--- src/rtl/io_uart_tx_pkg.sv ---
// Shared definitions for the IO-bus UART transmitter: register offsets, status
// bit layout and FSM state encodings.
package io_uart_tx_pkg;

  localparam logic [7:0] UART_DATA   = 8'h08;
  localparam logic [7:0] UART_STATUS = 8'h10;

  localparam int ST_FULL   = 0;
  localparam int ST_EMPTY  = 1;
  localparam int ST_OVF    = 2;
  localparam int ST_ACTIVE = 3;

  localparam logic [1:0] S_IDLE  = 2'd0;
  localparam logic [1:0] S_START = 2'd1;
  localparam logic [1:0] S_DATA  = 2'd2;
  localparam logic [1:0] S_STOP  = 2'd3;

  // Field order gives bit3..bit0 = tx_active, overflow, empty, full.
  typedef struct packed {
    logic active;
    logic ovf;
    logic empty;
    logic full;
  } status_t;

  function automatic logic [31:0] pack_status(status_t s);
    return {28'd0, s};
  endfunction

endpackage

--- src/rtl/io_uart_tx_if.sv ---
// Core IO store/load port as seen by the UART responder.
// Handshake: no valid/ready pair; IO_mem_wr is a one-cycle write strobe that is
// always accepted, and IO_mem_rdata is valid combinationally whenever io_sel/addr are.
interface io_uart_tx_if;
  logic        io_sel;
  logic [31:0] IO_mem_addr;
  logic [31:0] IO_mem_wdata;
  logic        IO_mem_wr;
  logic [31:0] IO_mem_rdata;

  modport master (
    output io_sel,
    output IO_mem_addr,
    output IO_mem_wdata,
    output IO_mem_wr,
    input  IO_mem_rdata
  );

  modport slave (
    input  io_sel,
    input  IO_mem_addr,
    input  IO_mem_wdata,
    input  IO_mem_wr,
    output IO_mem_rdata
  );
endinterface

--- src/rtl/io_uart_tx_sync_fifo.sv ---
// Single-clock FIFO with first-word-fall-through read; the caller only pushes
// when the entry can be accepted and only pops when non-empty.
module sync_fifo #(
  parameter int WIDTH = 8,
  parameter int DEPTH = 16
) (
  input  logic             clk,
  input  logic             resetn,
  input  logic             push,
  input  logic             pop,
  input  logic [WIDTH-1:0] wdata,
  output logic [WIDTH-1:0] rdata,
  output logic             full,
  output logic             empty
);

  localparam int AW = $clog2(DEPTH);

  logic [WIDTH-1:0] mem [DEPTH];
  logic [AW:0]      wr_ptr;
  logic [AW:0]      rd_ptr;

  always_ff @(posedge clk) begin
    if (!resetn) begin
      wr_ptr <= '0;
      rd_ptr <= '0;
    end else begin
      if (push) wr_ptr <= wr_ptr + 1'b1;
      if (pop)  rd_ptr <= rd_ptr + 1'b1;
    end
  end

  // A push while full with a pop overwrites the slot being read this cycle,
  // which is safe because the popped word is taken from rdata before the edge.
  always_ff @(posedge clk) begin
    if (push) mem[wr_ptr[AW-1:0]] <= wdata;
  end

  assign rdata = mem[rd_ptr[AW-1:0]];
  assign full  = (wr_ptr[AW] != rd_ptr[AW]) && (wr_ptr[AW-1:0] == rd_ptr[AW-1:0]);
  assign empty = (wr_ptr == rd_ptr);

endmodule

--- src/rtl/io_uart_tx.sv ---
// Memory-mapped 8N1 UART transmitter: bus decode, sticky overflow flag, TX FIFO
// and the baud-timed serialiser FSM.
module io_uart_tx
  import io_uart_tx_pkg::*;
#(
  parameter int CLK_FREQ_HZ = 27000000,
  parameter int BAUD        = 115200,
  parameter int FIFO_DEPTH  = 16
) (
  input  logic             clk,
  input  logic             resetn,
  io_uart_tx_if.slave      bus,
  output logic             tx,
  output logic             tx_busy,
  output logic [1:0]       fsm_state
);

  localparam int DIV = CLK_FREQ_HZ / BAUD;
  localparam int CW  = $clog2(DIV);
  localparam logic [CW-1:0] DIV_M1 = CW'(DIV - 1);

  logic [1:0]    state;
  logic [CW-1:0] baud_cnt;
  logic [2:0]    bit_cnt;
  logic [7:0]    shreg;
  logic          ovf;

  logic          fifo_full;
  logic          fifo_empty;
  logic [7:0]    fifo_rdata;
  logic          wr_data;
  logic          wr_stat;
  logic          rd_stat;
  logic          baud_done;
  logic          pop;
  logic          push;
  logic          ovf_set;
  logic          ovf_clr;
  status_t       status;

  assign wr_data = bus.io_sel && bus.IO_mem_wr && (|(bus.IO_mem_addr[7:0] & UART_DATA));
  assign wr_stat = bus.io_sel && bus.IO_mem_wr && (|(bus.IO_mem_addr[7:0] & UART_STATUS));
  assign rd_stat = bus.io_sel && (|(bus.IO_mem_addr[7:0] & UART_STATUS));

  assign baud_done = (baud_cnt == '0);
  assign pop       = !fifo_empty && ((state == S_IDLE) || (state == S_STOP && baud_done));
  assign push      = wr_data && (!fifo_full || pop);
  assign ovf_set   = wr_data && fifo_full && !pop;
  assign ovf_clr   = wr_stat && bus.IO_mem_wdata[ST_OVF];

  sync_fifo #(
    .WIDTH (8),
    .DEPTH (FIFO_DEPTH)
  ) u_fifo (
    .clk    (clk),
    .resetn (resetn),
    .push   (push),
    .pop    (pop),
    .wdata  (bus.IO_mem_wdata[7:0]),
    .rdata  (fifo_rdata),
    .full   (fifo_full),
    .empty  (fifo_empty)
  );

  // Set has priority so a dropped byte is never hidden by a concurrent clear.
  always_ff @(posedge clk) begin
    if (!resetn)      ovf <= 1'b0;
    else if (ovf_set) ovf <= 1'b1;
    else if (ovf_clr) ovf <= 1'b0;
  end

  // tx is updated on the same edge as the state change, so each line level
  // lasts exactly DIV cycles and a frame is 10*DIV cycles.
  always_ff @(posedge clk) begin
    if (!resetn) begin
      state    <= S_IDLE;
      baud_cnt <= '0;
      bit_cnt  <= '0;
      shreg    <= '0;
      tx       <= 1'b1;
    end else begin
      case (state)
        S_IDLE: begin
          if (pop) begin
            shreg    <= fifo_rdata;
            baud_cnt <= DIV_M1;
            tx       <= 1'b0;
            state    <= S_START;
          end
        end
        S_START: begin
          if (baud_done) begin
            baud_cnt <= DIV_M1;
            bit_cnt  <= '0;
            tx       <= shreg[0];
            state    <= S_DATA;
          end else begin
            baud_cnt <= baud_cnt - CW'(1);
          end
        end
        S_DATA: begin
          if (baud_done) begin
            baud_cnt <= DIV_M1;
            if (bit_cnt == 3'd7) begin
              tx    <= 1'b1;
              state <= S_STOP;
            end else begin
              bit_cnt <= bit_cnt + 3'd1;
              shreg   <= {1'b0, shreg[7:1]};
              tx      <= shreg[1];
            end
          end else begin
            baud_cnt <= baud_cnt - CW'(1);
          end
        end
        S_STOP: begin
          if (baud_done) begin
            if (pop) begin
              shreg    <= fifo_rdata;
              baud_cnt <= DIV_M1;
              tx       <= 1'b0;
              state    <= S_START;
            end else begin
              state <= S_IDLE;
            end
          end else begin
            baud_cnt <= baud_cnt - CW'(1);
          end
        end
        default: state <= S_IDLE;
      endcase
    end
  end

  always_comb begin
    status        = '0;
    status.full   = fifo_full;
    status.empty  = fifo_empty;
    status.ovf    = ovf;
    status.active = (state != S_IDLE);
  end

  assign bus.IO_mem_rdata = rd_stat ? pack_status(status) : 32'd0;
  assign tx_busy          = status.active || !fifo_empty;
  assign fsm_state        = state;

  // Address and data bits outside the decoded fields are intentionally ignored.
  logic unused_bus_bits;
  assign unused_bus_bits = &{1'b0, bus.IO_mem_addr[31:8], bus.IO_mem_addr[2:0],
                             bus.IO_mem_wdata[31:8]};

endmodule
--- src/flat_wrapper.sv ---
// flat-port wrapper written by rule: the top's interface ports become plain ports
module io_uart_tx_flat import io_uart_tx_pkg::*;
#(
  parameter int CLK_FREQ_HZ = 27000000,
  parameter int BAUD        = 115200,
  parameter int FIFO_DEPTH  = 16
)
  (clk, resetn, tx, tx_busy, fsm_state, bus_io_sel, bus_IO_mem_addr, bus_IO_mem_wdata, bus_IO_mem_wr, bus_IO_mem_rdata);
  io_uart_tx_if bus_i ();
  input  logic clk;
  input  logic resetn;
  output logic tx;
  output logic tx_busy;
  output logic [1:0] fsm_state;
  input wire logic [$bits(bus_i.io_sel)-1:0] bus_io_sel;
  input wire logic [$bits(bus_i.IO_mem_addr)-1:0] bus_IO_mem_addr;
  input wire logic [$bits(bus_i.IO_mem_wdata)-1:0] bus_IO_mem_wdata;
  input wire logic [$bits(bus_i.IO_mem_wr)-1:0] bus_IO_mem_wr;
  output wire logic [$bits(bus_i.IO_mem_rdata)-1:0] bus_IO_mem_rdata;
  assign bus_i.io_sel = bus_io_sel;
  assign bus_i.IO_mem_addr = bus_IO_mem_addr;
  assign bus_i.IO_mem_wdata = bus_IO_mem_wdata;
  assign bus_i.IO_mem_wr = bus_IO_mem_wr;
  assign bus_IO_mem_rdata = bus_i.IO_mem_rdata;
  io_uart_tx #(.CLK_FREQ_HZ(CLK_FREQ_HZ), .BAUD(BAUD), .FIFO_DEPTH(FIFO_DEPTH)) u_core (.clk(clk), .resetn(resetn), .bus(bus_i), .tx(tx), .tx_busy(tx_busy), .fsm_state(fsm_state));
endmodule
--- config.mk ---
export PLATFORM = sky130hd
export DESIGN_NAME = io_uart_tx_flat
export DESIGN_NICKNAME = d
export VERILOG_FILES = /design/src/rtl/io_uart_tx_pkg.sv /design/src/rtl/io_uart_tx_if.sv /design/src/rtl/io_uart_tx_sync_fifo.sv /design/src/rtl/io_uart_tx.sv /design/src/flat_wrapper.sv
export SDC_FILE = /design/constraint.sdc
export NUM_CORES = 1
export LEC_CHECK = 0
export CAP_MARGIN = 20
export CORE_AREA = 3 3 134 123
export CTS_BUF_LIST = sky130_fd_sc_hd__clkbuf_4
export DETAILED_ROUTE_END_ITERATION = 7
export DIE_AREA = 0 0 137 126
export GPL_ROUTABILITY_DRIVEN = 0
export PLACE_DENSITY = 0.75
export SLEW_MARGIN = 30
export SYNTH_ARGS = -nofsm -noshare
export SYNTH_HDL_FRONTEND = slang
export SYNTH_SLANG_ARGS = --single-unit
--- constraint.sdc ---
create_clock -name clk -period 2.4 [get_ports clk]
set_input_delay 0.36 -clock clk [delete_from_list [all_inputs] [get_ports clk]]
set_output_delay 0.36 -clock clk [all_outputs]
set_load 0.05 [all_outputs]
# ---- After elaboration in Yosys (flattened, before gate mapping)
# Memories as Yosys holds them, arrays and structs flattened. A register that Yosys moved wholly into a read port is not among the register bits.
# Cells that the tools add are included.
dict set report totals {
  wordCells 87
  reg_bits 33
  memories 1
  ram_bits 128
  output_inout_bits 36
}
dict set report classes {
  n_reduce_logical 28
  eq_ne 13
  n_addsub 4
  n_mux 33
}
# memory depth width rd rd_ports_with_merged_regs write_ports line
set memory_table {}
lappend memory_table {u_core.u_fifo.mem 16 8 1 1 1 io_uart_tx_sync_fifo.sv:19} ;# logic [WIDTH-1:0] mem [DEPTH];
# cell n
set op_table {}
lappend op_table {{$mux 8} 7}
lappend op_table {{$pmux 8 s3} 2}
lappend op_table {{$mux 4} 3}
lappend op_table {{$logic_and 1x1->1} 11}
lappend op_table {{$add 5x1->5 const B} 2}
lappend op_table {{$mux 1} 10}
lappend op_table {{$mux 2} 5}
lappend op_table {{$ne 2x1->1 const B} 5}
lappend op_table {{$mux 3} 3}
lappend op_table {{$logic_not 8->1} 1}
lappend op_table {{$pmux 2 s4} 1}
lappend op_table {{$reduce_and 4->1} 2}
lappend op_table {{$sub 8x1->8 const B} 1}
lappend op_table {{$pmux 3 s2} 1}
lappend op_table {{$reduce_bool 2->1} 3}
lappend op_table {{$eq 5x5->1} 1}
lappend op_table {{$reduce_and 5->1} 1}
lappend op_table {{$eq 2x2->1 const B} 2}
lappend op_table {{$eq 4x4->1} 1}
lappend op_table {{$pmux 1 s4} 1}
lappend op_table {{$add 3x1->3 const B} 1}
lappend op_table {{$eq 3x3->1 const B} 1}
lappend op_table {{$logic_not 1->1} 3}
lappend op_table {{$logic_or 1x1->1} 3}
lappend op_table {{other kinds (7)} 7}

# ---- Logic depth before layout (Yosys ltp)
dict set report depth {
  word_depth 8
  mapped_depth 8
  depth_no_buf 7
}

# ---- Modules after synthesis
# From an unflattened synthesis, not the netlist that was laid out.
dict set report hier_totals {
  cells_unflattened 484
  area_unflattened_um2 7399.6
}
# module n_inst cells_each seq_area_each_um2 area_per_inst_um2
set modules_own_cells {}
lappend modules_own_cells {sync_fifo 1 279 4124.0 5621.6}
lappend modules_own_cells {io_uart_tx 1 205 460.4 1778.0}

# ---- Worst setup path after synthesis
# OpenSTA, ideal clock, no wires.
dict set report synth_timing {
  path_kind {register -> register}
  start {register u_core.state[1] (netlist: u_core.fsm_state[1])}
  end {memory u_core.u_fifo.mem[3][0], enable pin}
  synth_period_minus_slack_ps 2695
  arrival_time_ps 2311
  n_path_buf 0
  required_ps 2017
  setup_slack_ps -295
  path_stages_with_launch 6
  setup_time_ps 383
  cell_sequence {dfxtp_1 -> ha_1 -> a31oi_4 -> a31oi_4 -> nand2_1 -> nor3_1}
}
dict set report synth_via {
  elab_chain_len 8
  elab_cells_between_ends 9
}
# element line
set synth_rtl {}
lappend synth_rtl {{start, declared} io_uart_tx.sv:22} ;# logic [1:0] state;
lappend synth_rtl {{start signal, assigned} io_uart_tx.sv:76} ;# state <= S_IDLE;
lappend synth_rtl {{start signal, assigned} io_uart_tx.sv:88} ;# state <= S_START;
lappend synth_rtl {{start signal, assigned} io_uart_tx.sv:96} ;# state <= S_DATA;
lappend synth_rtl {{$eq 2x2->1} io_uart_tx.sv:46} ;# assign pop = !fifo_empty && ((state == S_IDLE) || (state == S_STOP && baud_done));
lappend synth_rtl {{$logic_and 1x1->1} io_uart_tx.sv:46}
lappend synth_rtl {{$logic_or 1x1->1 (*)} io_uart_tx.sv:46}
lappend synth_rtl {{$logic_and 1x1->1 (*)} io_uart_tx.sv:46}
lappend synth_rtl {{$logic_or 1x1->1 (*)} io_uart_tx.sv:47} ;# assign push = wr_data && (!fifo_full || pop);
lappend synth_rtl {{$logic_and 1x1->1 (*)} io_uart_tx.sv:47}
lappend synth_rtl {{$mux 1 (*)} io_uart_tx_sync_fifo.sv:36} ;# if (push) mem[wr_ptr[AW-1:0]] <= wdata;
lappend synth_rtl {{$mux 1 (not written as such) (*)} io_uart_tx_sync_fifo.sv:36}
lappend synth_rtl {{end, declared} io_uart_tx_sync_fifo.sv:19}
# Every way passes the cells marked *; elsewhere a longest branch is shown, timed or not.

# ---- Worst setup path after layout
dict set report layout_timing {
  start {register u_core.u_fifo.rd_ptr[1]}
  end {output bus_IO_mem_rdata[1]}
}
dict set report layout_via {
  elab_chain_len 2
}
# element line
set layout_rtl {}
lappend layout_rtl {{start, declared} io_uart_tx_sync_fifo.sv:21} ;# logic [AW:0] rd_ptr;
lappend layout_rtl {{start signal, assigned} io_uart_tx_sync_fifo.sv:29} ;# if (pop) rd_ptr <= rd_ptr + 1'b1;
lappend layout_rtl {{$eq 5x5->1} io_uart_tx_sync_fifo.sv:41} ;# assign empty = (wr_ptr == rd_ptr);
lappend layout_rtl {{$mux 4} io_uart_tx.sv:143} ;# assign bus.IO_mem_rdata = rd_stat ? pack_status(status) : 32'd0;
lappend layout_rtl {{end, declared} flat_wrapper.sv:19} ;# output wire logic [$bits(bus_i.IO_mem_rdata)-1:0] bus_IO_mem_rdata;
# Every way passes these cells.

==> results.ini <==
[global_routing]
grt_pass1_wl_um=22820
grt_pass1_vias=4318
globalRouteTotalUtil_pct=17.46
grt_max_degree=32
grt_overflow=0
antenna_found_initial=0

[power]
power-per-cell-area_nw_per_um2=894.4
switchingPower_uw=2656
intPower_uw=4840
p_leak_uw=0.002920
seq_power_share_pct=45.3
netSwitchingFraction_pct=35.44
ir_worst_vdd_mv=0.4819
p_comb_share_pct=33.0
clockPowerShare_pct=21.7

[sta]
skew_ps=28.42
rsz0062_at_grt=yes
finalHoldViolations=0
timing.hold.ws_ps=477.5
slew-limit-headroom_pct=53.20
setup_violations=0
drv_slew=0
worst_pin_slew_ps=699.8
final.period_utilization_pct=97.57
period_minus_slack_ps=2342
timing.fmax_ghz=0.4271

[die]
ios=104
die_x_um=137
rows=43
die-area_um2=17260
initial_core_util_pct=48.66
coreArea_um2=15280
fp.dieH_um=126

[worst_setup_path]
cp-endpoint=bus_IO_mem_rdata[1]
path_class=flip-flop to output port
required_ps=2040
critical_path.cell_chain=xor2_2 > nor4_4 > buf_6 > nand2_4 > nor2_4 > buf_12
path_buf_inv=2
startpoint_type=flip-flop
r2r_cells=6
startpoint=u_core.u_fifo.rd_ptr[1]$_SDFFE_PN0P_
worstPathMaxFanout=4
worst_setup_path_end_kind=output port
critPathTopFamily=simple AND/OR/NAND/NOR gates
cp_num_cells=6
regToRegSetupSlack_ps=140
crit_arrival_ps=1980
cpPeakStageDelay_ps=390
timing.rr.end=u_core.u_fifo.mem[1][7]$_DFFE_PP_
r2r-start=u_core.baud_cnt[0]$_SDFF_PN0_
cp_slowest_cell=dfxtp_4

[logic_synthesis]
synth_top_area_cell=edfxtp_1
synth_top_family_by_area=multiplexers
synth-xor-area-share_pct=1.414
async_flop_share_pct=0
synth-edff-count=128
synth_area_um2=7435
yosysWarnings=0
synth.mux.area_fraction_pct=11.76
syn_inst=503
synthTopCellsByArea=edfxtp_1 52%, dfxtp_1 10%, mux2i_1 4.4%
synth_seq_cells=165
synth-compound-area-share_pct=9.509
synthAdderAreaFrac_pct=2.188
synth-main-ff-cell=edfxtp_1
synth-seq-area-share_pct=61.66
yosys.area.top_type_share_pct=51.70
yosysMostFrequentCell=edfxtp_1
synth-simple-area-share_pct=7.876
synth_top_cells_by_count=128 x edfxtp_1, 37 x dfxtp_1, 33 x buf_4, 33 x mux2i_1, 26 x nand2_1
synth_cell_types=62
syn_avg_cell_area_um2=14.78

[route]
dr.pass1.iters=5
vias=4380
drc=0
via_per_inst=5.674
drt_wl_total_um=14490
routedWlPerCell_um=18.77
drtIter0Drc=380
final_antenna_net_count=0

[placed_design]
dp_hpwl_um=9402
portBuffers=21
dpl_cell_area_um2=7940

[layout]
n_antenna_cell=0
nets=638
fillers=1204
drive_above_1_share_pct=22.28
syn_to_final_growth_pct=12.72
final_area_um2=8381

[hold_path]
hp-class=flip-flop to flip-flop
min_from=u_core.ovf$_SDFFE_PN0P_

[clocking]
ctsRootBufferMaster=clkbuf_4
cts.path.max_buffers=2
clkSinkCount=165
clk_latency_ps=590
cts_tree=done
numCtsBuffers=17
htreeDepth=4
clk_pin_slew_ps=140

[job]
drv_cap=0

[outcome]
outcome=finished, final reports clean

state kept, by name, indices dropped and copies added (netlist names), named ones only:
name	cells
u_core.u_fifo.mem	128
u_core.tx	1
u_core.baud_cnt	8
u_core.u_fifo.rd_ptr	5
u_core.u_fifo.wr_ptr	5
u_core.shreg	8
u_core.ovf	1
u_core.fsm_state	2
u_core.bit_cnt	3
per-stage QoR:
step | std cells | utilization (%) | TNS [ps] | total power (uW) | setup slack (ps)
4_1_cts | 765 | 54.16 | 0 | 7439 | 5.568
3_5_place_dp | 730 | 51.97 | 0 | 5772 | 208.6
5_1_grt | 772 | 54.85 | -109.6 | 7862 | -57.74
6_report | 772 | 54.85 | 0 | 7496 | 58.35
2_1_floorplan | 530 | - | 0 | 5239 | 20.11
3_3_place_gp | 730 | 51.97 | 0 | 5699 | 200.0
power by group through the flow:
| stage | logic, uW | clock network [uW] | registers (uW) |
|---|---|---|---|
| after floorplan | 1770 | 0 | 3470 |
| after global placement | 2260 | 0 | 3440 |
| after detailed placement | 2320 | 0 | 3450 |
| after CTS | 2380 | 1670 | 3390 |
| after global routing | 2670 | 1770 | 3420 |
| final | 2470 | 1630 | 3390 |
placed cells by master (no fill, tap or decap), types with 6 or more instances in the layout:
master and n:
clkbuf_4 17, mux4_1 10, xor2_1 7, buf_12 6, and3_1 16, dfxtp_1 28
nor2b_1 7, nor2_1 10, conb_1 28, nand2_1 24, a221oi_1 7, clkdlybuf4s50_1 16
a221o_1 7, ha_1 13, edfxtp_1 128, buf_4 39, and2_1 10, inv_1 11
o22ai_1 9, mux2i_1 33, mux2_2 7, mux4_2 9, a22oi_1 7, o21ai_0 6
a21oi_1 9
worst register-to-register path: stages, from the launching register on:
cell	delay (ps)
dfxtp_1	380
inv_1	70
ha_1	150
nor3b_2	310
a31oi_4	150
a31oi_4	320
and3_1	520
worst min-delay path by stage:
stage	endpoint	cells after the start
floorplan	u_core.ovf$_SDFFE_PN0P_	2
global placement	u_core.tx$_SDFFE_PN1P_	1
detailed placement	u_core.tx$_SDFFE_PN1P_	1
CTS	u_core.shreg[7]$_SDFFE_PN0P_	2
global route	u_core.tx$_SDFFE_PN1P_	1
finish	u_core.ovf$_SDFFE_PN0P_	2
area by class of cell:
type | instances | area, um2 | area share, %
sequential | 165 | 4608 | 54.99
multi-input combinational | 299 | 2592 | 30.93
timing repair buffer | 63 | 595.6 | 7.107
tap | 202 | 252.7 | 3.016
clock inverter | 15 | 162.7 | 1.941
clock buffer | 17 | 127.6 | 1.523
inverter | 11 | 41.29 | 0.4927
routing by layer:
metal	global-route usage [%]	vias up	wire (um)
met4	6.984	0	308
met1	23.38	2196	6163
met3	4.353	23	773
li1	-	2009	-
met2	27.43	152	7246
met5	0	-	0
cells by family (layout without fill, tap and decap cells):
family,Yosys count,count (layout)
AOI/OAI and AO/OA,85,85
adders and majority gates,13,13
DFF,165,165
and+or+nand+nor,102,102
other,1,28
muxes,59,59
xor gates and xnor gates,12,12
buffers and inverters,66,106
repair_timing:
action / in CTS / in global routing
resized for setup: 9 / 14
hold buffers: 0 / 0
buffers inserted: 3 / 7
pin swaps: 1 / 4
endpoints found under the setup margin: 3 / 3
(Power assumes the default switching activity.)
